## config.mk

```make
export PLATFORM = sky130hd
export DESIGN_NAME = eve_gene_collector
export DESIGN_NICKNAME = d
export VERILOG_FILES = /design/src/rtl/eve_gene_collector.sv
export SDC_FILE = /design/constraint.sdc
export NUM_CORES = 2
export LEC_CHECK = 0
export CORE_MARGIN = 2
export CORE_UTILIZATION = 25
export CTS_CLUSTER_DIAMETER = 200
export DETAILED_ROUTE_END_ITERATION = 12
export SYNTH_ARGS = -nofsm -noshare
export SYNTH_HDL_FRONTEND = slang
export SYNTH_SLANG_ARGS = --single-unit
```

## constraint.sdc

```tcl
create_clock -name clk -period 6.2 [get_ports clk]
set_clock_uncertainty 0.2 [all_clocks]
set_input_delay 1.24 -clock clk [delete_from_list [all_inputs] [get_ports clk]]
set_output_delay 1.24 -clock clk [all_outputs]
set_load 0.01 [all_outputs]
```

## src/rtl/eve_gene_collector.sv

```systemverilog
// Gene collector: packs up to three valid child genes per cycle, in lane order, into a
// circular FIFO and drains one gene per cycle over valid/ready. Overflow and protocol flags are sticky.
module eve_gene_collector #(
  parameter int GENE_SZ = 64,
  parameter int DEPTH   = 16,
  parameter int ADDR_SZ = 4
) (
  input  logic               clk,
  input  logic               rst,
  input  logic               flush,
  input  logic [GENE_SZ-1:0] gene_in1,
  input  logic [GENE_SZ-1:0] gene_in2,
  input  logic [GENE_SZ-1:0] gene_in3,
  input  logic [2:0]         in_valid,
  input  logic               genome_done,
  output logic [GENE_SZ-1:0] gene_out,
  output logic               out_last,
  output logic               out_valid,
  input  logic               out_ready,
  output logic               stall,
  output logic [ADDR_SZ:0]   level,
  output logic               overflow,
  output logic               proto_err
);

  localparam int CW = ADDR_SZ + 1;
  localparam logic [CW-1:0] DEPTH_C = CW'(DEPTH);

  logic [GENE_SZ:0]   mem_q [DEPTH];
  logic [GENE_SZ:0]   mem_d [DEPTH];
  logic [ADDR_SZ-1:0] wr_ptr_q, wr_ptr_d;
  logic [ADDR_SZ-1:0] rd_ptr_q, rd_ptr_d;
  logic [CW-1:0]      count_q, count_d;
  logic               overflow_q, overflow_d;
  logic               proto_err_q, proto_err_d;

  logic [GENE_SZ-1:0] lane [3];
  logic [GENE_SZ-1:0] pk_gene [3];
  logic [ADDR_SZ-1:0] wr_addr [3];
  logic [1:0]         n_in;
  logic [CW-1:0]      n_in_w;
  logic [CW-1:0]      free;
  logic               wr_en, drop, rd_en;

  assign lane[0] = gene_in1;
  assign lane[1] = gene_in2;
  assign lane[2] = gene_in3;

  // Compact valid lanes into consecutive slots, lowest lane first.
  always_comb begin
    n_in = '0;
    for (int k = 0; k < 3; k++) pk_gene[k] = '0;
    for (int i = 0; i < 3; i++) begin
      if (in_valid[i]) begin
        pk_gene[n_in] = lane[i];
        n_in          = n_in + 2'd1;
      end
    end
  end

  always_comb begin
    for (int k = 0; k < 3; k++) wr_addr[k] = wr_ptr_q + ADDR_SZ'(k);
  end

  assign n_in_w = CW'(n_in);
  assign free   = DEPTH_C - count_q;
  assign wr_en  = (n_in != 2'd0) && (n_in_w <= free);
  assign drop   = (n_in != 2'd0) && (n_in_w > free);
  assign rd_en  = out_valid && out_ready;

  always_comb begin
    mem_d       = mem_q;
    wr_ptr_d    = wr_ptr_q;
    rd_ptr_d    = rd_ptr_q;
    count_d     = count_q;
    overflow_d  = overflow_q | drop;
    proto_err_d = proto_err_q | (genome_done && (in_valid == 3'b000));
    if (flush) begin
      wr_ptr_d = '0;
      rd_ptr_d = '0;
      count_d  = '0;
    end else begin
      if (wr_en) begin
        // Only the final packed slot of a done burst carries the end-of-genome tag.
        for (int k = 0; k < 3; k++) begin
          if (2'(k) < n_in)
            mem_d[wr_addr[k]] = {genome_done && (2'(k) == n_in - 2'd1), pk_gene[k]};
        end
        wr_ptr_d = wr_ptr_q + ADDR_SZ'(n_in);
      end
      if (rd_en) rd_ptr_d = rd_ptr_q + ADDR_SZ'(1);
      count_d = count_q + (wr_en ? n_in_w : '0) - (rd_en ? CW'(1) : '0);
    end
  end

  always_ff @(posedge clk or negedge rst) begin
    if (!rst) begin
      for (int e = 0; e < DEPTH; e++) mem_q[e] <= '0;
      wr_ptr_q    <= '0;
      rd_ptr_q    <= '0;
      count_q     <= '0;
      overflow_q  <= 1'b0;
      proto_err_q <= 1'b0;
    end else begin
      mem_q       <= mem_d;
      wr_ptr_q    <= wr_ptr_d;
      rd_ptr_q    <= rd_ptr_d;
      count_q     <= count_d;
      overflow_q  <= overflow_d;
      proto_err_q <= proto_err_d;
    end
  end

  assign gene_out  = mem_q[rd_ptr_q][GENE_SZ-1:0];
  assign out_last  = mem_q[rd_ptr_q][GENE_SZ];
  assign out_valid = (count_q != '0);
  assign stall     = (free < CW'(3));
  assign level     = count_q;
  assign overflow  = overflow_q;
  assign proto_err = proto_err_q;

endmodule

```

After elaboration in Yosys (flattened, before gate mapping)
Cells that the tools add are included.
{"block": "word_totals", "register_bits": 1055, "latchBits": 0, "mem_bits_rw": 0, "mem_bits_ro": 0, "output_inout_bits": 74, "word_cells": 116, "memories": 0}
{"block": "op_classes", "addsub": 10, "mul": 0, "n_div": 0, "magnitude_cmp": 17, "n_eq_ne": 2, "n_shift": 0, "muxes": 38, "bitwise": 9, "reduce_logical": 19}
{"operator": "two-way mux 1040 bit", "n": 7}
{"operator": "bitwise mux 1040 bit", "n": 3}
{"operator": "demux 65 bit (select 4 bit)", "n": 3}
{"operator": "bitwise mux 192 bit", "n": 2}
{"operator": "two-way mux 192 bit", "n": 2}
{"operator": "two-way mux 65 bit", "n": 5}
{"operator": "binary-select mux 65 bit (select 4 bit)", "n": 1}
{"operator": "demux 64 bit (select 2 bit)", "n": 2}
{"operator": "two-way mux 64 bit", "n": 3}
{"operator": ">= comparator 5 bit (second input constant)", "n": 4}
{"operator": "inverter 4 -> 5 bit", "n": 4}
{"operator": "two-way mux 4 bit", "n": 4}
{"operator": "< comparator 5 x 1 -> 1 bit (second input constant)", "n": 3}
{"operator": "logical AND 1 bit", "n": 12}
{"operator": "adder 4 x 1 -> 4 bit (second input constant)", "n": 2}
{"operator": ">= comparator 3 bit (second input constant)", "n": 2}
{"operator": "< comparator 3 x 1 -> 1 bit (second input constant)", "n": 2}
{"operator": "two-way mux 2 bit", "n": 3}
{"operator": "inverter 2 -> 3 bit", "n": 2}
{"operator": "nonzero test 2 bit", "n": 3}
{"operator": "adder 5 x 2 -> 5 bit", "n": 1}
{"operator": "greater-than comparator 2 x 5 -> 1 bit", "n": 1}
{"operator": "less-or-equal comparator 2 x 5 -> 1 bit", "n": 1}
{"operator": "< comparator 5 x 2 -> 1 bit (second input constant)", "n": 1}
{"operator": "18 further kinds", "n": 22}

Logic depth before layout (Yosys ltp)
{"block": "depth", "depth_word": 20, "depth_mapped": 23, "depth_no_buf": 20}

Worst setup path after synthesis
Ideal clock, no wire load.
{"block": "synth_path", "kind": "input to register", "from": "in in_valid[0]", "to": "reg count_q[4] (netlist: level[4])", "setup_time_ps": 126, "arrival_time_ps": 4895, "required_ps": 5874, "path_slack_ps": 979, "stages": 23, "cell_sequence": "buf_2 -> inv_1 -> ha_1 -> nor2b_1 -> buf_2 -> or2_1 -> buf_4 -> buf_2 -> ha_1 -> a21oi_1 -> a211o_1 -> or2_2 -> nand2_1 -> ha_1 -> inv_1 -> ha_1 -> inv_1 -> fa_1 -> inv_1 -> a21oi_1 -> nor2_1 -> or3_1 -> a21oi_1"}
{"block": "synth_via", "elab_chain_len": 11, "word_cells_on_any_way": 12}
{"element": "start, declared", "line": "14", "text": "input logic [2:0] in_valid,"}
{"element": "two-way mux 1 bit (*)", "line": "54", "text": "if (in_valid[i]) begin"}
{"element": "adder 2 x 1 -> 2 bit", "line": "56", "text": "n_in = n_in + 2'd1;"}
{"element": "two-way mux 2 bit (*)", "line": "54"}
{"element": "adder 2 x 1 -> 2 bit", "line": "56"}
{"element": "two-way mux 2 bit (*)", "line": "54"}
{"element": "less-or-equal comparator 2 x 5 -> 1 bit / nonzero test 2 bit (equally long branches)", "line": "67", "text": "assign wr_en = (n_in != 2'd0) && (n_in_w <= free);"}
{"element": "logical AND 1 bit", "line": "67"}
{"element": "two-way mux 2 bit (*)", "line": "92", "text": "count_d = count_q + (wr_en ? n_in_w : '0) - (rd_en ? CW'(1) : '0);"}
{"element": "adder 5 x 2 -> 5 bit (*)", "line": "92"}
{"element": "subtractor 5 x 1 -> 5 bit (*)", "line": "92"}
{"element": "two-way mux 5 bit (*)", "line": "78", "text": "if (flush) begin"}
{"element": "named net count_d[4]", "line": "33", "text": "logic [CW-1:0] count_q, count_d;"}
{"element": "end signal, assigned", "line": "108", "text": "count_q <= count_d;"}
{"element": "end, declared", "line": "33"}
Mark *: on every way through the listed nets, which the timed path passes. The rest lies on a longest branch.
A chain may end at the register's enable or synchronous reset.

Final worst setup path
{"block": "layout_path", "from": "reg rd_ptr_q[0]", "to": "out gene_out[18]"}
{"block": "layout_via", "elab_chain_len": 4}
{"element": "start, declared", "line": "32", "text": "logic [ADDR_SZ-1:0] rd_ptr_q, rd_ptr_d;"}
{"element": "start signal, assigned", "line": "107", "text": "rd_ptr_q <= rd_ptr_d;"}
{"element": "inverter 4 -> 5 bit (implied by the code)", "line": "114", "text": "assign gene_out = mem_q[rd_ptr_q][GENE_SZ-1:0];"}
{"element": "binary-select mux 65 bit (select 4 bit)", "line": "114"}
{"element": "two-way mux 65 bit (2 in series)"}
{"element": "end, declared", "line": "16", "text": "output logic [GENE_SZ-1:0] gene_out,"}
No other way between the ends. The select of a mux whose other input is x is not followed.

==> metrics <==
routed wire length=approximately 400000 µm; Peak Freq=around 0.18 GHz; largest net degree at the start of global routing=133; Worst Hold Class=in2async; Async SR Flop Fraction=100.0%; Tcrit/Tclk final=88.85%; cts bufs inserted=118; Synth area leaders=dfrtp_1, a21oi_1, mux4_2; post-synth cell types=64; latest clock arrival within the worst-skew pair=0.82 ns; Mapped Nets=about 11000; post-DR vias/cell=approximately 6; layout net count=10070; GRT Total Usage=24.17%; initial antenna violation count=25; initial DRC count=13190; layout cells sized above 1=10.07%; WS Path Type=reg2out; crit end category=output port; post-CTS setup buffer count=0; port buffer count=between 200 and 300; Arr. time, crit path=4.07 ns; critical path launch point type=register; filler instances=32530; Syn. warnings=0; core area=between 300000 and 400000 µm²; final setup TNS=0 ns; Reg clk slew, reported paths=around 0.070 ns; post-place setup slack=0.4484 ns; remaining antenna violation count=0; vias=85290; die area=312700 µm²; Hold-fix buffers, CTS=0; Yosys top cell by area=dfrtp_1; Final Setup Violations=0; Final min period=5.509 ns; overflow left after global routing=0; cell count after synthesis=10390; Final GP Congestion=a little under 0.9; first-pass GRT wire length=568900 µm; Synth top area share=around a third; CTS H-tree lvls=3; DRC=0; Final Hold Vio Count=0; Die Ht=559.2 µm; RSZ-0062 raised after global routing=false; Final Slew Violations=0; status=complete, no violations; worst-margin pin slew=1.320 ns; clk root buf=clkbuf_16; crit path cell chain=buf_12 > mux4_2 > mux4_2 > clkdlybuf4s50_1; CTS tree=built; crit-path most repeated cell=mux4_2; sequential area share after synthesis=34.25%; WP depth=4; Site Rows=203; Crit-path slowest cell=dfrtp_4; cts repair resizes=0; #FFs+latches synth=about 1100; dominant synthesized flop cell=dfrtp_1; Setup WS post-layout=~0.69 ns; FF/Latch Area=26420 µm²; WP buf/inv=2; first-pass iteration count of the detailed router=7; vias in the first global route=78220; worst stage delay on the critical path=1.02 ns; crit-path leading delay family=multiplexers; Post-synth EDFFs=0; Mean Syn Cell Area=7.416 µm²; P&R area growth vs syn=14.01%; area of the multi-input gates=45340 µm²; Ports=274; WL per Instance=between 20 and 30 µm; clock buffer depth=3; die width=559.2 µm; starting density of the core=between 20% and 30%; post-DP HPWL=221500 µm; IR drop worst, VDD=0.0004890 V; worst path required time=4.76 ns; Pleak=0.03385 µW; R2R depth=8; PwrDens=440.4 nW/µm²; relative slew slack=11.97%; post-synthesis instance area=~77000 µm²; max-capacitance violation count=0; crit path max fanout=27; CTS sink count=approximately 1100
==> worst paths after layout <==
path	end	slack, ns	from
min in group clk	mem_q[296]	0.35	mem_q[296]
max in group asynchronous	rd_ptr_q[2]	4.02	rst
max reg2reg	mem_q[519]	1.62	wr_ptr_q[1]
min	mem_q[248]	0.28	rst
min reg2reg	mem_q[296]	0.35	mem_q[296]
max	gene_out[18]	0.69	rd_ptr_q[0]
==> layer usage <==
| layer | vias up | routed length [µm] | GRT usage (%) |
|---|---|---|---|
| li1 | 36120 | - | - |
| met1 | 40820 | 145100 | 30.54 |
| met2 | 6677 | 164700 | 34.98 |
| met3 | 1661 | 53980 | 6.893 |
| met4 | 12 | 33810 | 17.73 |
| met5 | - | 117 | 0.09146 |
==> layout make-up <==
class                           instances  area share, %
Clock inverter                         51         0.7789
Timing Repair Buffer                  659          7.589
Antenna cell                           14        0.03987
Clock buffer                          171          3.990
Sequential cell                      1055          30.06
Tap cell                             4100          5.838
Multi-Input combinational cell       7997          51.60
Inverter                               23        0.09825
==> metrics by stage <==
step	total power, µW	instances	hold WS [ns]	util (%)	area (µm²)
finish	38700	14070	0.2845	28.69	87870
global route	40990	14060	0.3156	28.68	87850
CTS	38250	14060	0.3009	28.67	87840
detailed placement	30400	13830	0.3371	27.31	83650
global placement	30090	13830	0.3252	27.31	83650
floorplan	23670	10390	0.3115	-	77070
==> worst reg2reg max path: cells and delay by family (launching register included) <==
kind / cells / cell delay, ns
AO/OA/AOI/OAI: 2 / 0.30
XOR/XNOR: 1 / 0.79
adder cells (fa/ha/maj): 1 / 0.32
buffers and inverters: 2 / 0.82
flip-flops: 1 / 0.32
AND/OR/NAND/NOR: 2 / 1.71
==> Yosys cell counts, types with 17 or more instances <==
master,n
nand3_1,18
o21ai_0,1175
ha_1,18
nor2_1,1075
and3_1,74
a21oi_1,3027
buf_1,120
inv_1,22
a221oi_1,17
o21ai_1,556
nand2_1,1116
clkbuf_1,721
dfrtp_1,1055
a221o_1,52
buf_4,28
buf_2,443
o211ai_1,385
mux4_2,325
==> sequential cells by signal (all words and copies together) (netlist names) <==
| register | cells |
|---|---|
| rd_ptr_q | 4 |
| level | 5 |
| wr_ptr_q | 4 |
| mem_q | 1040 |
| proto_err | 1 |
| overflow | 1 |
==> logic make-up (layout without fill, tap and decap cells) <==
logic type      count (synthesis)  count (layout)  synth area share (%)
mux                           328             328                 9.541
buf+inv                      1340             904                 7.414
compound gates               5259            5259                 36.02
xor+xnor                       11              11                0.1445
flops                        1055            1055                 34.25
simple gates                 2379            2379                 12.28
fa+ha+maj                      20              20                0.3442
other cells                     0              14                     0
==> where the power goes <==
part | switching (µW) | internal [µW] | total, µW
sequential | 2280 | 9550 | 11800
clock | 3420 | 4500 | 7910
combinational | 11300 | 7660 | 19000
==> cells in the final DEF, fill, tap and decap left out, drive strengths merged, types with 13 or more instances in the layout <==
| cell type | n |
|---|---|
| o21bai | 13 |
| nand3 | 21 |
| and3 | 74 |
| clkbuf | 171 |
| diode | 14 |
| clkinv | 32 |
| ha | 18 |
| bufinv | 14 |
| nor3 | 20 |
| nor2 | 1079 |
| and2 | 17 |
| a221oi | 20 |
| inv | 24 |
| buf | 389 |
| nand2 | 1116 |
| a221o | 52 |
| mux4 | 325 |
| dfrtp | 1055 |
| a21oi | 3027 |
| clkdlybuf4s50 | 270 |
| o211ai | 385 |
| o21ai | 1732 |
Power figures use the tool's default switching activity.
